===== config.mk =====
export PLATFORM = sky130hd
export DESIGN_NAME = seq_restoring_divider
export DESIGN_NICKNAME = d
export VERILOG_FILES = /design/src/rtl/seq_restoring_divider.sv
export SDC_FILE = /design/constraint.sdc
export NUM_CORES = 1
export LEC_CHECK = 0
export BUFFER_PORTS_ARGS = -buffer_cell sky130_fd_sc_hd__clkbuf_2
export CAP_MARGIN = 20
export CELL_PAD_IN_SITES_DETAIL_PLACEMENT = 0
export CELL_PAD_IN_SITES_GLOBAL_PLACEMENT = 1
export CORE_UTILIZATION = 41
export DETAILED_ROUTE_END_ITERATION = 8
export HOLD_SLACK_MARGIN = 0.02
export PLACE_DENSITY = 0.84
export SYNTH_ARGS = -nofsm -noshare
export SYNTH_HDL_FRONTEND = slang
export SYNTH_SLANG_ARGS = --single-unit

===== constraint.sdc =====
create_clock -name clk -period 3.6 [get_ports clk]
set_clock_uncertainty 0.15 [all_clocks]
set_input_delay 0.54 -clock clk [delete_from_list [all_inputs] [get_ports clk]]
set_output_delay 0.54 -clock clk [all_outputs]
set_load 0.05 [all_outputs]

===== src/rtl/seq_restoring_divider.sv =====
// Multi-cycle unsigned restoring divider: one quotient bit per clock, MSB first,
// using a ripple subtractor (B inverted, carry-in 1) for the trial subtraction.
module seq_restoring_divider #(
   parameter int WIDTH = 4
) (
   input  logic             clk,
   input  logic             rst_n,
   input  logic             start,
   input  logic [WIDTH-1:0] dividend,
   input  logic [WIDTH-1:0] divisor,
   output logic             busy,
   output logic             done,
   output logic [WIDTH-1:0] quotient,
   output logic [WIDTH-1:0] remainder,
   output logic             div_by_zero
);

   localparam int CNT_W = $clog2(WIDTH);

   // LOAD is the cycle between acceptance and the first iteration; it also
   // resolves the zero-divisor case so both paths share the same front edge.
   typedef enum logic [1:0] {IDLE, LOAD, CALC, DONE} state_t;

   state_t            state_reg, state_next;
   logic [CNT_W-1:0]  cnt_reg;
   logic [WIDTH:0]    r_reg;
   logic [WIDTH-1:0]  q_reg;
   logic [WIDTH-1:0]  dvs_reg;
   logic [WIDTH-1:0]  quotient_reg;
   logic [WIDTH-1:0]  remainder_reg;
   logic              dz_reg;

   logic              ready;
   logic              accept;
   logic              last_iter;
   logic [WIDTH:0]    shifted;
   logic [WIDTH:0]    sub_b;
   logic [WIDTH:0]    trial_sum;
   logic [WIDTH+1:0]  carry;
   logic              no_borrow;
   logic [WIDTH:0]    r_next;
   logic [WIDTH-1:0]  q_next;

   assign ready     = (state_reg == IDLE) || (state_reg == DONE);
   assign accept    = ready && start;
   assign last_iter = (cnt_reg == CNT_W'(WIDTH - 1));

   // Trial subtraction R - {0,divisor} as an add of the inverted operand.
   assign shifted  = {r_reg[WIDTH-1:0], q_reg[WIDTH-1]};
   assign sub_b    = ~{1'b0, dvs_reg};
   assign carry[0] = 1'b1;

   genvar gi;
   generate
      for (gi = 0; gi <= WIDTH; gi++) begin : g_ripple
         assign trial_sum[gi] = shifted[gi] ^ sub_b[gi] ^ carry[gi];
         assign carry[gi+1]   = (shifted[gi] & sub_b[gi]) |
                                (carry[gi] & (shifted[gi] ^ sub_b[gi]));
      end
   endgenerate

   assign no_borrow = carry[WIDTH+1];
   assign r_next    = no_borrow ? trial_sum : shifted;
   assign q_next    = {q_reg[WIDTH-2:0], no_borrow};

   always_comb begin
      state_next = state_reg;
      case (state_reg)
         IDLE, DONE: state_next = accept ? LOAD : IDLE;
         LOAD:       state_next = (dvs_reg == '0) ? DONE : CALC;
         CALC:       state_next = last_iter ? DONE : CALC;
         default:    state_next = IDLE;
      endcase
   end

   always_ff @(posedge clk) begin
      if (!rst_n) begin
         state_reg     <= IDLE;
         cnt_reg       <= '0;
         r_reg         <= '0;
         q_reg         <= '0;
         dvs_reg       <= '0;
         quotient_reg  <= '0;
         remainder_reg <= '0;
         dz_reg        <= 1'b0;
      end else begin
         state_reg <= state_next;
         if (accept) begin
            dvs_reg <= divisor;
            q_reg   <= dividend;
            r_reg   <= '0;
            cnt_reg <= '0;
            if (divisor != '0)
               dz_reg <= 1'b0;
         end else if (state_reg == CALC) begin
            r_reg   <= r_next;
            q_reg   <= q_next;
            cnt_reg <= cnt_reg + 1'b1;
            if (last_iter) begin
               quotient_reg  <= q_next;
               remainder_reg <= r_next[WIDTH-1:0];
            end
         end else if ((state_reg == LOAD) && (dvs_reg == '0)) begin
            // q_reg still holds the untouched dividend here.
            quotient_reg  <= '1;
            remainder_reg <= q_reg;
            dz_reg        <= 1'b1;
         end
      end
   end

   assign busy        = (state_reg == CALC);
   assign done        = (state_reg == DONE);
   assign quotient    = quotient_reg;
   assign remainder   = remainder_reg;
   assign div_by_zero = dz_reg;

endmodule


Yosys cells after proc, flatten, opt, wreduce, memory -nomap -nowiden
Cells that the tools add are included.
{ "classes": {"n_addsub": 1, "multipliers": 0, "n_div": 0, "order_cmp": 0, "n_eq_ne": 7, "shift": 0, "n_mux": 17, "bitwise": 26, "n_reduce_logical": 13} }
{ "ops": {"columns": ["cell", "count"], "rows": [
  ["$mux W4", 9],
  ["$and A1 B1 Y1", 9],
  ["$xor A1 B1 Y1", 8],
  ["$mux W1", 7],
  ["$eq A2 B2 Y1 const B", 3],
  ["$ne A2 B1 Y1 const B", 3],
  ["$pmux W2 S3", 1],
  ["$reduce_and A3 Y1", 2],
  ["$reduce_bool A2 Y1", 3],
  ["$not A4 Y5", 1],
  ["$or A1 B1 Y1", 5],
  ["$logic_not A4 Y1", 1],
  ["$reduce_bool A4 Y1", 1],
  ["$reduce_or A2 Y1", 2],
  ["$not A1 Y1", 3],
  ["$add A2 B1 Y2 const B", 1],
  ["$eq A2 B1 Y1 const B", 1],
  ["$logic_and A1 B1 Y1", 2],
  ["$logic_not A2 Y1", 1],
  ["$logic_or A1 B1 Y1", 1]
]} }
{ "word_totals": {"ff_bits": 25, "latch_bits": 0, "mem_bits_rw": 0, "rom_bits": 0, "inputBits": 11, "out_inout_bits": 11, "word_cells": 72, "memories": 0} }

Longest topological paths before layout
{ "depth": {"word_depth": 14, "mapped_depth": 12, "depth_no_buf": 12} }

Worst setup path after synthesis
Ideal clock, no wire load.
{ "synth_timing": {"kind": "reg2reg", "start": "register q_reg[3]", "end": "register remainder_reg[3], in the netlist remainder[3]", "setup_ns": 0.124, "t_arrival_ns": 2.229, "path_slack_ns": 1.097, "stages_incl_launch_ff": 13, "n_path_buf": 0, "synth_period_minus_slack_ns": 2.503, "path_cell_list": "dfxtp_1 inv_1 ha_1 inv_1 fa_1 inv_1 fa_1 inv_1 fa_1 nor2_1 nor2b_1 a211oi_1 o32ai_2"} }
{ "synth_between": {"elab_chain_cells": 13, "word_cells_on_any_way": 16, "classes_between": "4 x mux; 12 x bitwise"} }
{ "synth_lines": {"columns": ["element", "line_no", "rtl"], "rows": [
  ["start, declared", "27", "logic [WIDTH-1:0] q_reg;"],
  ["start signal, assigned", "90", "q_reg <= dividend;"],
  ["start signal, assigned", "97", "q_reg <= q_next;"],
  ["$and A1 B1 Y1 or $xor A1 B1 Y1 (tied branches)", "57, 58", null],
  ["$or A1 B1 Y1", "57", "assign carry[gi+1] = (shifted[gi] & sub_b[gi]) |"],
  ["$and A1 B1 Y1", "58", "(carry[gi] & (shifted[gi] ^ sub_b[gi]));"],
  ["$or A1 B1 Y1", "57", null],
  ["$and A1 B1 Y1", "58", null],
  ["$or A1 B1 Y1", "57", null],
  ["$and A1 B1 Y1", "58", null],
  ["$or A1 B1 Y1", "57", null],
  ["$and A1 B1 Y1", "58", null],
  ["$or A1 B1 Y1", "57", null],
  ["$mux W4", "63", "assign r_next = no_borrow ? trial_sum : shifted;"],
  ["$mux W4", "99", "if (last_iter) begin"],
  ["$mux W4 (*)", "95", "end else if (state_reg == CALC) begin"],
  ["end signal, assigned", "101", "remainder_reg <= r_next[WIDTH-1:0];"],
  ["end signal, assigned", "106", "remainder_reg <= q_reg;"],
  ["end, declared", "30", "logic [WIDTH-1:0] remainder_reg;"]
]} }
Mark *: on every way between the ends. The rest lies on a longest branch, timed or not. The select of a mux whose other input is x is not followed.
A chain may end at the register's enable or synchronous reset.

Worst setup path after layout
{ "layout_timing": {"start": "register q_reg[3]", "end": "register remainder_reg[1], in the netlist remainder[1]"} }
{ "layout_between": {"elab_chain_cells": 13, "word_cells_on_any_way": 15, "classes_between": "3 x mux; 12 x bitwise"} }
{ "layout_lines": {"columns": ["element", "line_no"], "rows": [
  ["$and A1 B1 Y1 or $xor A1 B1 Y1 (tied branches)", "57, 58"],
  ["$or A1 B1 Y1 (*)", "57"],
  ["$and A1 B1 Y1", "58"],
  ["$or A1 B1 Y1", "57"],
  ["$and A1 B1 Y1", "58"],
  ["$or A1 B1 Y1", "57"],
  ["$and A1 B1 Y1", "58"],
  ["$or A1 B1 Y1", "57"],
  ["$and A1 B1 Y1", "58"],
  ["$or A1 B1 Y1", "57"],
  ["$mux W4 (*)", "63"],
  ["$mux W4 (*)", "99"],
  ["$mux W4 (*)", "95"]
]} }
Marks and branches as above.

==> flow_summary.toml <==
[clocking]
ctsHoldBuffers = 0
clkLatencyLatePin_ps = 310
cts_num_sinks = 25
root_buffer = "clkbuf_4"
cts.htree.levels = 1
cts_buffers = 3
post_cts_buffers = 0
cts_tree = "done"
clk_pin_slew_worst_paths_ps = 130
cts_resized = 0
clk_path_buf_depth = 2

[power_and_ir_drop]
leakage_uw = 0.000641
cellPowerDensity_nw_per_um2 = 477
ir_drop_mv = 0.149

[sta]
tns_ps = 0
drv_slew = 0
post-route-period-util = 0.778
fmax_ghz = 0.357
hold_violations = 0
finalCriticalPeriod_ps = 2800
worstMarginPinSlew_ps = 554
rsz0062_at_grt = "false"
max_slew_margin = 0.626
setup-violations-final = 0

[layout]
drive_gt1_frac = 0.197
final-seq-area_um2 = 500
fill_cells = 285
syn2layout_area_growth_pct = 10.6
multi_input_area_um2 = 687
stdcell_count = 188
num_antenna_cells = 0
layout.nets = 177

[floorplanning]
die_w_um = 57.6
fp.dieH_um = 57.6
core_um2 = 2850
die_area_um2 = 3320
rows = 19
initial_core_util = 0.445
pin_count = 22

[yosys]
synth_seq_area_share = 0.394
synth_fp_nets = 158
ys_types = 39
yosysWarnings = 0
syn_area_um2 = 1270
syn_inst = 139
ys_ff_latch = 25
syn-mean-instance-area_um2 = 9.13

[grt]
grt_max_degree = 30
grt_overflow_total = 0
antenna_found_initial = 0
grt_pass1_wl_um = 4270
grt_usage = 0.168
first_global_vias = 956

[critical_path]
cp-end-kind = "flip-flop"
critical_path.startpoint_type = "flip-flop"
required_ps = 3700
cp_max_fo = 7
regToRegStartpoint = "q_reg[3]"
crit_path_start = "q_reg[3]"
cp.arrival_ps = 2900
crit_type = "flip-flop to flip-flop"

[detailed_routing]
drc = 2
via_count = 1049
ant_nets = 0
totalWireLength_um = 2550
drt_iter0_markers = 86
routedWlPerCell_um = 13.6
met2_length_um = 1240
firstDrtPassIters = 6
wl_met1_um = 1160
wl_met3_um = 120
highest_layer = "met4"
via_per_inst = 5.58

[placement]
dp_cells = 184
numPortBuffers = 21
dpl.hpwl_um = 1870
place_congestion = 0.790

[hold_path]
min_from = "divisor[3]"
hold_class = "primary input to flip-flop"

[status]
status = "finished, violations left"
failed_checks = "DRC"

[flow_run]
cap_violations = 0
-- worst max-delay path, cell delays in order (launching register included) --
cell     delay (ps)
dfxtp_1         350
inv_1            80
ha_1            140
inv_1            40
fa_1            350
inv_1            80
fa_1            170
inv_1            50
fa_1            440
nor2_1          350
nand2_1         150
a31o_2          250
o22ai_1         150
-- synth_stat cells (all sizes together) --
master / number / area, um^2
nand3b: 3 / 22.5
and2: 1 / 6.26
nor3: 1 / 5.00
a311oi: 1 / 8.76
o311ai: 1 / 8.76
nor2b: 5 / 31.3
fa: 3 / 60.1
o22ai: 2 / 26.3
a22o: 1 / 8.76
a31oi: 2 / 12.5
o21ai: 8 / 40.0
xnor2: 1 / 8.76
nor4: 1 / 6.26
nand3: 2 / 15.0
a31o: 1 / 8.76
a21boi: 6 / 45.1
a211o: 1 / 8.76
mux2i: 2 / 20.0
a21oi: 5 / 25.0
o211a: 8 / 80.1
nor2: 8 / 30.0
or3: 1 / 6.26
o211ai: 1 / 7.51
dfxtp: 25 / 500
buf: 3 / 21.3
inv: 10 / 37.5
nand2: 21 / 81.3
nand2b: 1 / 6.26
ha: 5 / 62.6
o32ai: 1 / 16.3
clkbuf: 5 / 22.5
or4b: 1 / 13.8
a211oi: 2 / 15.0
-- cells in the final DEF, fill, tap and decap left out, types with 2 or more instances in the layout --
master | synthesis | layout
a211oi_1 | 2 | 2
a21boi_0 | 5 | 5
a21oi_1 | 5 | 5
a31oi_1 | 2 | 2
clkbuf_2 | 0 | 21
clkbuf_4 | 1 | 3
dfxtp_1 | 25 | 25
fa_1 | 3 | 3
ha_1 | 5 | 5
inv_1 | 10 | 10
mux2i_1 | 2 | 2
nand2_1 | 20 | 20
nand3b_1 | 3 | 3
nor2_1 | 8 | 8
nor2b_1 | 5 | 5
o211a_1 | 8 | 8
o21ai_0 | 8 | 8
-- through the flow --
step / hold WS (ps) / total power (uW) / cell area, um^2 / worst slack, ps / util
6_report: 318 / 668 / 1400 / 799 / 0.492
5_1_grt: 306 / 714 / 1400 / 637 / 0.492
4_1_cts: 316 / 673 / 1400 / 776 / 0.492
3_5_place_dp: 330 / 550 / 1380 / 800 / 0.482
3_3_place_gp: 307 / 547 / 1380 / 859 / 0.482
2_1_floorplan: 307 / 505 / 1270 / 1100 / -
-- area by class of cell --
type,count,area share
Inverter,10,0.0268
Sequential cell,25,0.357
Clock buffer,4,0.0187
Multi-Input combinational cell,96,0.490
Timing Repair Buffer,22,0.0803
Tap cell,31,0.0277
-- power breakdown --
part	total [uW]	internal, uW	switching (uW)
Combinational	222	79.4	143
Sequential	324	303	21.1
Clock	123	43.2	79.4
Total	668	425	243
-- final timing paths --
path,to,slack (ps),depth (start not counted)
worst max-delay path,remainder[1],800,12
worst max register to register,remainder[1],800,12
worst min register to register,remainder[1],340,2
worst min-delay path,dvs_reg[3],320,3
-- logic make-up after synthesis --
| group | count (synthesis) | synth area share |
|---|---|---|
| multiplexers | 2 | 0.0158 |
| AO/OA/AOI/OAI | 40 | 0.246 |
| buffers and inverters | 18 | 0.0641 |
| AND/OR/NAND/NOR | 45 | 0.177 |
| XOR/XNOR | 1 | 0.00690 |
| adder cells (fa/ha/maj) | 8 | 0.0966 |
| flip-flops | 25 | 0.394 |
-- layer usage --
layer	GRT usage	vias to the layer above
li1	-	521
met5	0	-
met3	0.0290	4
met2	0.286	24
met4	0.0453	0
met1	0.220	500
Note: power is estimated with default switching activity, not from simulation.
